[src/rtl/mc_ctrl_pkg.sv]
// ---------------------------------------------------------------------------
// mc_ctrl_pkg
// Shared definitions for the multicycle MIPS-subset control unit:
//   - state_t      : 4-bit FSM state encoding (codes 12-15 unused)
//   - OP_* / FN_*  : opcode and R-type function field constants
//   - alu_op_t     : 2-bit ALU operation class handed to the ALU decoder
//   - ALUC_*       : 3-bit alu_control codes driven to the datapath ALU
//   - funct_is_legal : R-type function field legality check
// ---------------------------------------------------------------------------
package mc_ctrl_pkg;

    typedef enum logic [3:0] {
        S_FETCH   = 4'd0,
        S_DECODE  = 4'd1,
        S_MEMADR  = 4'd2,
        S_MEMRD   = 4'd3,
        S_MEMWB   = 4'd4,
        S_MEMWR   = 4'd5,
        S_EXECUTE = 4'd6,
        S_ALUWB   = 4'd7,
        S_BRANCH  = 4'd8,
        S_ADDIEX  = 4'd9,
        S_ADDIWB  = 4'd10,
        S_JUMP    = 4'd11
    } state_t;

    localparam logic [5:0] OP_RTYPE = 6'b000000;
    localparam logic [5:0] OP_LW    = 6'b100011;
    localparam logic [5:0] OP_SW    = 6'b101011;
    localparam logic [5:0] OP_BEQ   = 6'b000100;
    localparam logic [5:0] OP_ADDI  = 6'b001000;
    localparam logic [5:0] OP_J     = 6'b000010;

    localparam logic [5:0] FN_ADD = 6'b100000;
    localparam logic [5:0] FN_SUB = 6'b100010;
    localparam logic [5:0] FN_AND = 6'b100100;
    localparam logic [5:0] FN_OR  = 6'b100101;
    localparam logic [5:0] FN_SLT = 6'b101010;

    typedef enum logic [1:0] {
        ALUOP_ADD   = 2'b00,
        ALUOP_SUB   = 2'b01,
        ALUOP_FUNCT = 2'b10
    } alu_op_t;

    localparam logic [2:0] ALUC_ADD = 3'b010;
    localparam logic [2:0] ALUC_SUB = 3'b110;
    localparam logic [2:0] ALUC_AND = 3'b000;
    localparam logic [2:0] ALUC_OR  = 3'b001;
    localparam logic [2:0] ALUC_SLT = 3'b111;

    // True when the R-type function field names a supported ALU operation.
    function automatic logic funct_is_legal(input logic [5:0] f);
        logic ok;
        case (f)
            FN_ADD, FN_SUB, FN_AND, FN_OR, FN_SLT: ok = 1'b1;
            default:                               ok = 1'b0;
        endcase
        return ok;
    endfunction

endpackage

[src/rtl/mc_ctrl_fsm_if.sv]
// ---------------------------------------------------------------------------
// mc_ctrl_fsm_if
// Control/status bundle between the multicycle control unit and the datapath.
//   Datapath -> control : op, funct, zero, mem_ready
//   Control -> datapath : iord, mem_write, ir_write, reg_dst, mem_to_reg,
//                         reg_write, alu_src_a, alu_src_b, alu_control,
//                         pc_src, pc_en, illegal_op
// master = control unit, slave = datapath.
// ---------------------------------------------------------------------------
interface mc_ctrl_fsm_if;
    logic [5:0] op;
    logic [5:0] funct;
    logic       zero;
    logic       mem_ready;

    logic       iord;
    logic       mem_write;
    logic       ir_write;
    logic       reg_dst;
    logic       mem_to_reg;
    logic       reg_write;
    logic       alu_src_a;
    logic [1:0] alu_src_b;
    logic [2:0] alu_control;
    logic [1:0] pc_src;
    logic       pc_en;
    logic       illegal_op;

    modport master (
        input  op, funct, zero, mem_ready,
        output iord, mem_write, ir_write, reg_dst, mem_to_reg, reg_write,
               alu_src_a, alu_src_b, alu_control, pc_src, pc_en, illegal_op
    );

    modport slave (
        output op, funct, zero, mem_ready,
        input  iord, mem_write, ir_write, reg_dst, mem_to_reg, reg_write,
               alu_src_a, alu_src_b, alu_control, pc_src, pc_en, illegal_op
    );
endinterface

[src/rtl/mc_ctrl_fsm_alu_decoder.sv]
// ---------------------------------------------------------------------------
// alu_decoder
// Combinational ALU control decode.
//   alu_op_i      : operation class (add / sub / use funct)
//   funct_i       : R-type function field
//   alu_control_o : 3-bit ALU operation select
// ---------------------------------------------------------------------------
module alu_decoder
    import mc_ctrl_pkg::*;
(
    input  alu_op_t    alu_op_i,
    input  logic [5:0] funct_i,
    output logic [2:0] alu_control_o
);

    // Map operation class and function field onto the ALU control code.
    always_comb begin
        alu_control_o = ALUC_ADD;
        case (alu_op_i)
            ALUOP_ADD: alu_control_o = ALUC_ADD;
            ALUOP_SUB: alu_control_o = ALUC_SUB;
            ALUOP_FUNCT: begin
                case (funct_i)
                    FN_ADD:  alu_control_o = ALUC_ADD;
                    FN_SUB:  alu_control_o = ALUC_SUB;
                    FN_AND:  alu_control_o = ALUC_AND;
                    FN_OR:   alu_control_o = ALUC_OR;
                    FN_SLT:  alu_control_o = ALUC_SLT;
                    // Illegal functs never reach EXECUTE; add is a safe filler.
                    default: alu_control_o = ALUC_ADD;
                endcase
            end
            default: alu_control_o = ALUC_ADD;
        endcase
    end

endmodule

[src/rtl/mc_ctrl_fsm.sv]
// ---------------------------------------------------------------------------
// mc_ctrl_fsm
// Moore control FSM for a multicycle MIPS-subset datapath (R-type add/sub/
// and/or/slt, lw, sw, beq, addi, j). Sequences one instruction over 3-5
// cycles, stretching FETCH/MEMRD/MEMWR while mem_ready is low.
// Ports:
//   clk      : rising-edge clock
//   reset_n  : asynchronous active-low reset
//   bus      : mc_ctrl_fsm_if.master (opcode/flags in, datapath controls out)
//   instret  : retired-instruction counter, wraps modulo 2^CNT_W
// ---------------------------------------------------------------------------
module mc_ctrl_fsm
    import mc_ctrl_pkg::*;
#(
    parameter int CNT_W = 32
) (
    input  logic                 clk,
    input  logic                 reset_n,
    mc_ctrl_fsm_if.master        bus,
    output logic [CNT_W-1:0]     instret
);

    state_t           state_q, state_d;
    logic             illegal_q, illegal_d;
    logic [CNT_W-1:0] instret_q, instret_d;

    alu_op_t          alu_op_s;
    logic [2:0]       alu_ctl_s;
    logic             pc_write_s;
    logic             branch_s;
    logic             retire_s;

    alu_decoder u_alu_decoder (
        .alu_op_i      (alu_op_s),
        .funct_i       (bus.funct),
        .alu_control_o (alu_ctl_s)
    );

    // State, illegal-op pulse and retire counter registers.
    always_ff @(posedge clk or negedge reset_n) begin
        if (!reset_n) begin
            state_q   <= S_FETCH;
            illegal_q <= 1'b0;
            instret_q <= {CNT_W{1'b0}};
        end else begin
            state_q   <= state_d;
            illegal_q <= illegal_d;
            instret_q <= instret_d;
        end
    end

    // Next-state selection, illegal-op detection and retire accounting.
    always_comb begin
        state_d   = S_FETCH;
        illegal_d = 1'b0;
        retire_s  = 1'b0;
        case (state_q)
            S_FETCH:   state_d = bus.mem_ready ? S_DECODE : S_FETCH;
            S_DECODE: begin
                case (bus.op)
                    OP_LW, OP_SW: state_d = S_MEMADR;
                    OP_RTYPE: begin
                        if (funct_is_legal(bus.funct)) begin
                            state_d = S_EXECUTE;
                        end else begin
                            state_d   = S_FETCH;
                            illegal_d = 1'b1;
                        end
                    end
                    OP_BEQ:  state_d = S_BRANCH;
                    OP_ADDI: state_d = S_ADDIEX;
                    OP_J:    state_d = S_JUMP;
                    default: begin
                        state_d   = S_FETCH;
                        illegal_d = 1'b1;
                    end
                endcase
            end
            S_MEMADR:  state_d = (bus.op == OP_LW) ? S_MEMRD : S_MEMWR;
            S_MEMRD:   state_d = bus.mem_ready ? S_MEMWB : S_MEMRD;
            S_MEMWB: begin
                state_d  = S_FETCH;
                retire_s = 1'b1;
            end
            S_MEMWR: begin
                if (bus.mem_ready) begin
                    state_d  = S_FETCH;
                    retire_s = 1'b1;
                end else begin
                    state_d  = S_MEMWR;
                end
            end
            S_EXECUTE: state_d = S_ALUWB;
            S_ALUWB, S_BRANCH, S_ADDIWB, S_JUMP: begin
                state_d  = S_FETCH;
                retire_s = 1'b1;
            end
            S_ADDIEX:  state_d = S_ADDIWB;
            // Unused codes 12-15 recover to FETCH without retiring.
            default:   state_d = S_FETCH;
        endcase

        if (retire_s) begin
            instret_d = instret_q + {{(CNT_W-1){1'b0}}, 1'b1};
        end else begin
            instret_d = instret_q;
        end
    end

    // Moore output decode; everything is held at zero while reset is low so
    // that no strobe (including FETCH's mem_ready-gated ones) can leak out.
    always_comb begin
        bus.iord        = 1'b0;
        bus.mem_write   = 1'b0;
        bus.ir_write    = 1'b0;
        bus.reg_dst     = 1'b0;
        bus.mem_to_reg  = 1'b0;
        bus.reg_write   = 1'b0;
        bus.alu_src_a   = 1'b0;
        bus.alu_src_b   = 2'b00;
        bus.alu_control = 3'b000;
        bus.pc_src      = 2'b00;
        bus.pc_en       = 1'b0;
        alu_op_s        = ALUOP_ADD;
        pc_write_s      = 1'b0;
        branch_s        = 1'b0;
        if (!reset_n) begin
            alu_op_s = ALUOP_ADD;
        end else begin
            case (state_q)
                S_FETCH: begin
                    bus.alu_src_b = 2'b01;
                    bus.ir_write  = bus.mem_ready;
                    pc_write_s    = bus.mem_ready;
                end
                S_DECODE:  bus.alu_src_b = 2'b11;
                S_MEMADR: begin
                    bus.alu_src_a = 1'b1;
                    bus.alu_src_b = 2'b10;
                end
                S_MEMRD:   bus.iord = 1'b1;
                S_MEMWB: begin
                    bus.mem_to_reg = 1'b1;
                    bus.reg_write  = 1'b1;
                end
                S_MEMWR: begin
                    bus.iord      = 1'b1;
                    bus.mem_write = 1'b1;
                end
                S_EXECUTE: begin
                    bus.alu_src_a = 1'b1;
                    alu_op_s      = ALUOP_FUNCT;
                end
                S_ALUWB: begin
                    bus.reg_dst   = 1'b1;
                    bus.reg_write = 1'b1;
                end
                S_BRANCH: begin
                    bus.alu_src_a = 1'b1;
                    bus.pc_src    = 2'b01;
                    alu_op_s      = ALUOP_SUB;
                    branch_s      = 1'b1;
                end
                S_ADDIEX: begin
                    bus.alu_src_a = 1'b1;
                    bus.alu_src_b = 2'b10;
                end
                S_ADDIWB:  bus.reg_write = 1'b1;
                S_JUMP: begin
                    bus.pc_src = 2'b10;
                    pc_write_s = 1'b1;
                end
                default:   alu_op_s = ALUOP_ADD;
            endcase
            bus.alu_control = alu_ctl_s;
            bus.pc_en       = pc_write_s | (branch_s & bus.zero);
        end
    end

    assign bus.illegal_op = illegal_q;
    assign instret        = instret_q;

endmodule
[src/flat_wrapper.sv]
// flat-port wrapper written by rule: the top's interface ports become plain ports
module mc_ctrl_fsm_flat import mc_ctrl_pkg::*;
#(
    parameter int CNT_W = 32
)
  (clk, reset_n, instret, bus_op, bus_funct, bus_zero, bus_mem_ready, bus_iord, bus_mem_write, bus_ir_write, bus_reg_dst, bus_mem_to_reg, bus_reg_write, bus_alu_src_a, bus_alu_src_b, bus_alu_control, bus_pc_src, bus_pc_en, bus_illegal_op);
  mc_ctrl_fsm_if bus_i ();
  input  logic clk;
  input  logic reset_n;
  output logic [CNT_W-1:0] instret;
  input wire logic [$bits(bus_i.op)-1:0] bus_op;
  input wire logic [$bits(bus_i.funct)-1:0] bus_funct;
  input wire logic [$bits(bus_i.zero)-1:0] bus_zero;
  input wire logic [$bits(bus_i.mem_ready)-1:0] bus_mem_ready;
  output wire logic [$bits(bus_i.iord)-1:0] bus_iord;
  output wire logic [$bits(bus_i.mem_write)-1:0] bus_mem_write;
  output wire logic [$bits(bus_i.ir_write)-1:0] bus_ir_write;
  output wire logic [$bits(bus_i.reg_dst)-1:0] bus_reg_dst;
  output wire logic [$bits(bus_i.mem_to_reg)-1:0] bus_mem_to_reg;
  output wire logic [$bits(bus_i.reg_write)-1:0] bus_reg_write;
  output wire logic [$bits(bus_i.alu_src_a)-1:0] bus_alu_src_a;
  output wire logic [$bits(bus_i.alu_src_b)-1:0] bus_alu_src_b;
  output wire logic [$bits(bus_i.alu_control)-1:0] bus_alu_control;
  output wire logic [$bits(bus_i.pc_src)-1:0] bus_pc_src;
  output wire logic [$bits(bus_i.pc_en)-1:0] bus_pc_en;
  output wire logic [$bits(bus_i.illegal_op)-1:0] bus_illegal_op;
  assign bus_i.op = bus_op;
  assign bus_i.funct = bus_funct;
  assign bus_i.zero = bus_zero;
  assign bus_i.mem_ready = bus_mem_ready;
  assign bus_iord = bus_i.iord;
  assign bus_mem_write = bus_i.mem_write;
  assign bus_ir_write = bus_i.ir_write;
  assign bus_reg_dst = bus_i.reg_dst;
  assign bus_mem_to_reg = bus_i.mem_to_reg;
  assign bus_reg_write = bus_i.reg_write;
  assign bus_alu_src_a = bus_i.alu_src_a;
  assign bus_alu_src_b = bus_i.alu_src_b;
  assign bus_alu_control = bus_i.alu_control;
  assign bus_pc_src = bus_i.pc_src;
  assign bus_pc_en = bus_i.pc_en;
  assign bus_illegal_op = bus_i.illegal_op;
  mc_ctrl_fsm #(.CNT_W(CNT_W)) u_core (.clk(clk), .reset_n(reset_n), .bus(bus_i), .instret(instret));
endmodule
[config.mk]
export PLATFORM = sky130hd
export DESIGN_NAME = mc_ctrl_fsm_flat
export DESIGN_NICKNAME = d
export VERILOG_FILES = /design/src/rtl/mc_ctrl_pkg.sv /design/src/rtl/mc_ctrl_fsm_if.sv /design/src/rtl/mc_ctrl_fsm_alu_decoder.sv /design/src/rtl/mc_ctrl_fsm.sv /design/src/flat_wrapper.sv
export SDC_FILE = /design/constraint.sdc
export NUM_CORES = 1
export LEC_CHECK = 0
export BUFFER_PORTS_ARGS = -buffer_cell sky130_fd_sc_hd__buf_2
export CAP_MARGIN = 0
export CORE_UTILIZATION = 44
export CTS_CLUSTER_DIAMETER = 40
export DETAILED_ROUTE_END_ITERATION = 10
export GPL_ROUTABILITY_DRIVEN = 0
export GPL_TIMING_DRIVEN = 0
export PLACE_DENSITY = 0.77
export SLEW_MARGIN = 20
export SYNTH_ARGS = -nofsm -noshare
export SYNTH_HDL_FRONTEND = slang
export SYNTH_HIERARCHICAL = 1
export SYNTH_SLANG_ARGS = --single-unit
[constraint.sdc]
create_clock -name clk -period 2 [get_ports clk]
set_clock_uncertainty 0.05 [all_clocks]
set_input_delay 0.2 -clock clk [delete_from_list [all_inputs] [get_ports clk]]
set_output_delay 0.2 -clock clk [all_outputs]
set_load 0.03 [all_outputs]
After elaboration in Yosys (flattened, before gate mapping) --
Index checks and enable logic that the tools add are counted.
Word-level totals: output and inout port bits 48, bits of input ports 16, register bits after elaboration 37
Cells by class: muxes and demuxes 43, $add $sub $neg 1, bitwise gates (word level) 2, equality and inequality tests 23, reduce and logical (&&, ||, !) cells 10
Operator list (count):
- 6-bit == test, second input constant | 7
- 32-bit by 1-bit adder with 32-bit output, second input constant | 1
- 4-bit one-hot mux with 7 select lines | 1
- 1-bit two-way mux | 25
- 4-bit one-hot mux with 5 select lines | 1
- 4-bit by 3-bit == test with 1-bit output, second input constant | 4
- 4-bit == test, second input constant | 4
- 3-bit two-way mux | 5
- 5-bit OR reduction | 3
- 3-bit one-hot mux with 4 select lines | 1
- 4-bit by 2-bit == test with 1-bit output, second input constant | 2
- 2-bit one-hot mux with 2 select lines | 2
- 6-bit by 2-bit == test with 1-bit output, second input constant | 1
- 6-bit by 3-bit == test with 1-bit output, second input constant | 1
- 6-bit by 4-bit == test with 1-bit output, second input constant | 1
- 6-bit logical NOT | 1
- 2-bit two-way mux | 3
- 1-bit one-hot mux with 2 select lines | 3
- 2-bit one-hot mux with 3 select lines | 1
- 3-bit one-hot mux with 2 select lines | 1
- 2-bit OR reduction | 3
- 4-bit by 1-bit == test with 1-bit output, second input constant | 1
- 4-bit logical NOT | 1
- 4-bit OR reduction | 1
- other kinds (5) | 5

Depth between registers and ports, before layout --
depth in word-level cells 8, mapped depth 8

Cells and area by module --
Netlist, hierarchy kept.
By module, submodules not included:
- mc_ctrl_fsm | instances 1, area each 2152.1 um^2, sequential area each 925.9 um^2, cells each 230
- alu_decoder | instances 1, area each 118.9 um^2, sequential area each 0.0 um^2, cells each 15

Least setup slack after synthesis --
OpenSTA, ideal clock, no wires.
path type reg2out, from register u_core.state_q[1], to output bus_alu_control[2], setup slack -0.244 ns, arrival time 1.994 ns, stages on the path, launching flop included 9, path through dfrtp_1 buf_2 clkbuf_1 nor3_1 inv_1 ha_1 nand4bb_1 o22ai_1 and2_1
On the way: word-level cells in the longest chain between the ends 6, elaborated cells between the ends (all ways) 8
Ends and longest elaborated chain:
- start: declaration | line mc_ctrl_fsm.sv:23 | state_t state_q, state_d;
- start signal: assignment | line mc_ctrl_fsm.sv:46 | state_q <= state_d;
- 4-bit == test / 4-bit by 3-bit == test with 1-bit output (equally long branches) | line mc_ctrl_fsm.sv:130 | case (state_q)
- 2-bit one-hot mux with 2 select lines (*) | line mc_ctrl_fsm.sv:130
- 2-bit two-way mux (*) | line mc_ctrl_fsm.sv:127 | if (!reset_n) begin
- net u_core.alu_op_s[0] | line mc_ctrl_fsm.sv:27 | alu_op_t alu_op_s;
- 2-bit == test / 2-bit by 1-bit == test with 1-bit output (equally long branches) | line mc_ctrl_fsm_alu_decoder.sv:19 | case (alu_op_i)
- 3-bit one-hot mux with 2 select lines (*) | line mc_ctrl_fsm_alu_decoder.sv:19
- net u_core.alu_ctl_s[2] | line mc_ctrl_fsm.sv:28 | logic [2:0] alu_ctl_s;
- 3-bit two-way mux (*) | line mc_ctrl_fsm.sv:127
- end: declaration | line flat_wrapper.sv:23 | output wire logic [$bits(bus_i.alu_control)-1:0] bus_alu_control;
The timed path passes the listed nets; every way through them passes the cells marked *.

Worst setup path after layout --
from register u_core.state_q[2], to output bus_alu_control[2]
Same word-level chain as after synthesis.

==> results.txt <==
The flow ran to the end, but the final reports show violations. The checks that failed: negative setup slack. The number of different library cells used by synthesis comes to 51. The top fanout value on the critical path was 4; the clock latency reported for the late side of the worst-skew pair was 280 ps. Wires add up to 5.576 mm. The via count of the first global-routing pass is 1959, and the overall die height is 73.84 um. Total power for the finished layout comes to 1.863 mW. The routed wire length per instance is 14.22 um.

The proportion of total power due to net switching came out at 33.39%. The origin of the worst min-delay path was bus_op[4]. The area growth from synthesis to layout is 32.01%. The number of nets in the synthesized netlist is 264. Global-route usage over all layers: 20.93%. The die outline width works out to 73.84 um. The critical path starts at u_core/state_q[2]. Counting flops with an async set or reset pin after synthesis yields a share of 100.0%. For the worst setup path, the data arrival time is 2090 ps.

Once the floorplan was initialized, standard cells occupied 46.84% of the core. The critical path is of the flop to primary output type. For this design the total switching power over the nets is 0.6220 mW. Dividing the final minimum period by the clock period gives 116.9%. At the worst endpoint, the required time is 1750 ps.

Summed over all cells, the static leakage comes to 1.504 nW. After filler insertion, the fill cell instance count of the layout stands at 405. The power density over the cells is 621.3 nW/um^2, and the synthesized netlist cell count is 245.

The tightest hold path in the finished design has a slack of 269.8 ps. The vias after detailed routing was 2097; the global-route wire length before repair was 8.763 mm. The time the final worst path needs with I/O delays and setup is 2337 ps. TritonCTS built the clock tree. The logs give 27.9% for the clock share of power and 5452 um^2 for the area of the die. Final routed DRC violation total: 0. The clock buffer count from CTS came out at 5. The tools report the combinational fraction of design power as 26.0%. The number of buffers and inverters on the critical path is 2. The layout net count is 344. The via-per-instance ratio was 5.349; the worst supply voltage drop on vdd was 0.0005408 V.

The floorplan has 25 rows. The clock input transition at the sequential cells of the worst setup and hold paths is 60 ps, and the leftover overflow at the end of global routing is 0. In this run the number of H-tree levels came out at 2.

For this design, the sink count on the clock tree is 37. Fraction of final layout cells sized beyond drive strength 1: 36.00%. The post-DP HPWL was 3.857 mm; the number of failing setup endpoints in the final timing report was 3.

The worst slew slack as a fraction of its limit was 66.94%; the depth of the worst register-to-register path was 6. The number of antenna violations at the first check in global routing is 0, and the count of routing violations after the opening detailed-route iteration is 121. The total stage count of the critical path works out to 9. Type of the most critical hold path: input port to flop.

The number of cells on the worst hold path was 4; the worst-case clock buffer depth was 2. The critical path goes through and2b_2 -> nand2_4 -> nor3_4 -> inv_2 -> ha_4 -> nand4bb_4 -> o22ai_2 -> and2_4 -> buf_6. Sequential cells account for 46.1% of the total power.

I/O pin count: 64. Worst setup margin: -337.2 ps. Setup repair after global routing could not meet its margin everywhere. Buffer type at the clock tree root: sky130_fd_sc_hd__clkbuf_8. Number of nets with antenna violations after detailed routing: 0. The number of synthesized register bits works out to 37. The predominant post-synthesis flop cell is sky130_fd_sc_hd__dfrtp_1.

Max-cap violations in this run came to 0. For the core area, the log shows 4848 um^2. In this run, synthesis inferred 0 flip-flops with an integrated enable.

STA classifies the critical path endpoint as a primary output. The cell with the largest stage delay on the worst path is sky130_fd_sc_hd__dfrtp_1. The repair_antennas step left the layout with diodes totalling 0. Dominant delay contributor by cell family on the critical path: simple AND/OR/NAND/NOR gates. Synthesized area divided by synthesized cell count: 9.269 um^2. Entering global routing, the biggest net connects 38 pins. At the pin with the least slew margin, the transition time is 492.2 ps. The startpoint identified for the worst register-to-register timing path is u_core/instret[5].

For the hold violation count in the final report, the log shows 0. The Yosys step of the flow raised 6 warnings. The logs give -936.6 ps for the final setup TNS and -1003 ps for the placement-stage worst setup slack. The run gives 4 as the count of TritonRoute iterations in the first routing pass.

The number of port buffers came out at 63. The delay of the slowest critical-path stage came out at 400 ps. Derived from the worst setup path, the maximum achievable clock frequency is 427.9 MHz. After synthesis the cells add up to 2271 um^2. The run gives 0 as the number of pins exceeding their max-slew limit in the final report. The cell-internal power was 1.241 mW; the sequential share of the synthesized area was 40.77%. STA classifies the critical path startpoint as a flop.
worst paths after layout:
kind | end | slack [ps]
max | bus_alu_control[2] | -340
min | u_core/state_q[1] | 270
max reg2reg | u_core/instret[20] | 100
min reg2reg | u_core/instret[31] | 420
max in group asynchronous | u_core/instret[25] | 1300
min in group asynchronous | u_core/instret[19] | 420
cells by family after synthesis:
kind of cell	count (synthesis)	share of synthesized area, %
buf+inv	13	2.424
simple gates	128	32.84
xor+xnor	33	12.73
compound gates	27	7.659
fa+ha+maj	4	2.094
flops	37	40.77
mux	3	1.487
layout by cell type (no fill, tap or decap), types with 6 or more instances in the layout:
| cell type | netlist | layout |
|---|---|---|
| sky130_fd_sc_hd__buf_2 | 2 | 60 |
| sky130_fd_sc_hd__dfrtp_1 | 37 | 37 |
| sky130_fd_sc_hd__nor2_1 | 31 | 29 |
| sky130_fd_sc_hd__nand2_1 | 21 | 19 |
| sky130_fd_sc_hd__xnor2_1 | 19 | 19 |
| sky130_fd_sc_hd__xor2_1 | 14 | 14 |
| sky130_fd_sc_hd__nor3_1 | 12 | 11 |
| sky130_fd_sc_hd__nand4_1 | 11 | 11 |
| sky130_fd_sc_hd__nand3_1 | 10 | 10 |
| sky130_fd_sc_hd__buf_4 | 1 | 10 |
| sky130_fd_sc_hd__a21oi_1 | 10 | 8 |
| sky130_fd_sc_hd__and3_1 | 7 | 7 |
| sky130_fd_sc_hd__clkbuf_8 | 0 | 6 |
layer usage:
layer / vias up / track usage (%) / wire (um)
met5: - / 0 / 0
met4: 0 / 7.479 / 108
met3: 13 / 3.978 / 150
met2: 47 / 33.74 / 2731
met1: 1014 / 27.94 / 2585
li1: 1023 / - / -
state kept, by name (all words and copies together) (netlist names):
name / cells
u_core/bus.illegal_op: 1
u_core/instret: 32
u_core/state_q: 4
cells in the mapped netlist, types with 2 or more instances:
| library cell | count | share of area, % |
|---|---|---|
| sky130_fd_sc_hd__a21oi_1 | 10 | 2.2 |
| sky130_fd_sc_hd__a22oi_1 | 2 | 0.66 |
| sky130_fd_sc_hd__and2_1 | 4 | 1.1 |
| sky130_fd_sc_hd__and2b_2 | 2 | 0.77 |
| sky130_fd_sc_hd__and3_1 | 7 | 1.9 |
| sky130_fd_sc_hd__buf_2 | 2 | 0.44 |
| sky130_fd_sc_hd__clkbuf_1 | 4 | 0.66 |
| sky130_fd_sc_hd__dfrtp_1 | 37 | 41 |
| sky130_fd_sc_hd__ha_1 | 3 | 1.7 |
| sky130_fd_sc_hd__inv_1 | 6 | 0.99 |
| sky130_fd_sc_hd__mux2_2 | 3 | 1.5 |
| sky130_fd_sc_hd__nand2_1 | 21 | 3.5 |
| sky130_fd_sc_hd__nand2b_1 | 4 | 1.1 |
| sky130_fd_sc_hd__nand3_1 | 10 | 2.2 |
| sky130_fd_sc_hd__nand3_2 | 2 | 0.88 |
| sky130_fd_sc_hd__nand4_1 | 11 | 3.0 |
| sky130_fd_sc_hd__nand4b_1 | 2 | 0.77 |
| sky130_fd_sc_hd__nand4bb_1 | 2 | 0.99 |
| sky130_fd_sc_hd__nor2_1 | 31 | 5.1 |
| sky130_fd_sc_hd__nor2b_1 | 3 | 0.83 |
| sky130_fd_sc_hd__nor3_1 | 12 | 2.6 |
| sky130_fd_sc_hd__nor4_1 | 2 | 0.55 |
| sky130_fd_sc_hd__nor4b_1 | 2 | 0.77 |
| sky130_fd_sc_hd__o21ai_0 | 3 | 0.66 |
| sky130_fd_sc_hd__o22ai_1 | 2 | 0.55 |
| sky130_fd_sc_hd__or3_1 | 2 | 0.55 |
| sky130_fd_sc_hd__xnor2_1 | 19 | 7.3 |
| sky130_fd_sc_hd__xor2_1 | 14 | 5.4 |
repair_timing:
| action | CTS | global route |
|---|---|---|
| setup buffers | 7 | 2 |
| resized for setup | 25 | 6 |
| hold buffers | 2 | 0 |
| pin swaps | 4 | 4 |
| setup endpoints to repair | 13 | 6 |
| hold endpoints to repair | 37 | 0 |
power by group through the flow:
stage	Combinational, mW	Sequential, mW	Clock (mW)
after floorplan	0.216	0.946	0
after global placement	0.433	0.872	0
after detailed placement	0.444	0.873	0
after CTS	0.479	0.860	0.531
after global routing	0.521	0.869	0.554
final	0.485	0.858	0.520
layout make-up:
cell class              instances  area [um^2]  share of cell area (%)
multi-input cells             195         1380                   46.03
flip-flops and latches         37        925.9                   30.88
repair buffers                 74        437.9                   14.61
clock buffers                   7        86.33                   2.880
well taps                      67        83.83                   2.796
plain buffers                   6        61.31                   2.045
inverters                       6        22.52                  0.7513
worst register-to-register path, stage by stage, from the launching register on:
cell                      delay, ps
sky130_fd_sc_hd__dfrtp_1        460
sky130_fd_sc_hd__nand3_4        130
sky130_fd_sc_hd__nor4_4         350
sky130_fd_sc_hd__nor3b_4        370
sky130_fd_sc_hd__buf_4          190
sky130_fd_sc_hd__nand4_1        110
sky130_fd_sc_hd__xnor2_1        140
through the flow:
| step | cell area (um^2) | utilization, % | std cells |
|---|---|---|---|
| 2_1_floorplan | 2297 | - | 245 |
| 3_3_place_gp | 2696 | 55.61 | 375 |
| 3_5_place_dp | 2696 | 55.61 | 375 |
| 4_1_cts | 2947 | 60.77 | 390 |
| 5_1_grt | 2998 | 61.83 | 392 |
| 6_report | 2998 | 61.83 | 392 |
Power figures use the tool's default switching activity.
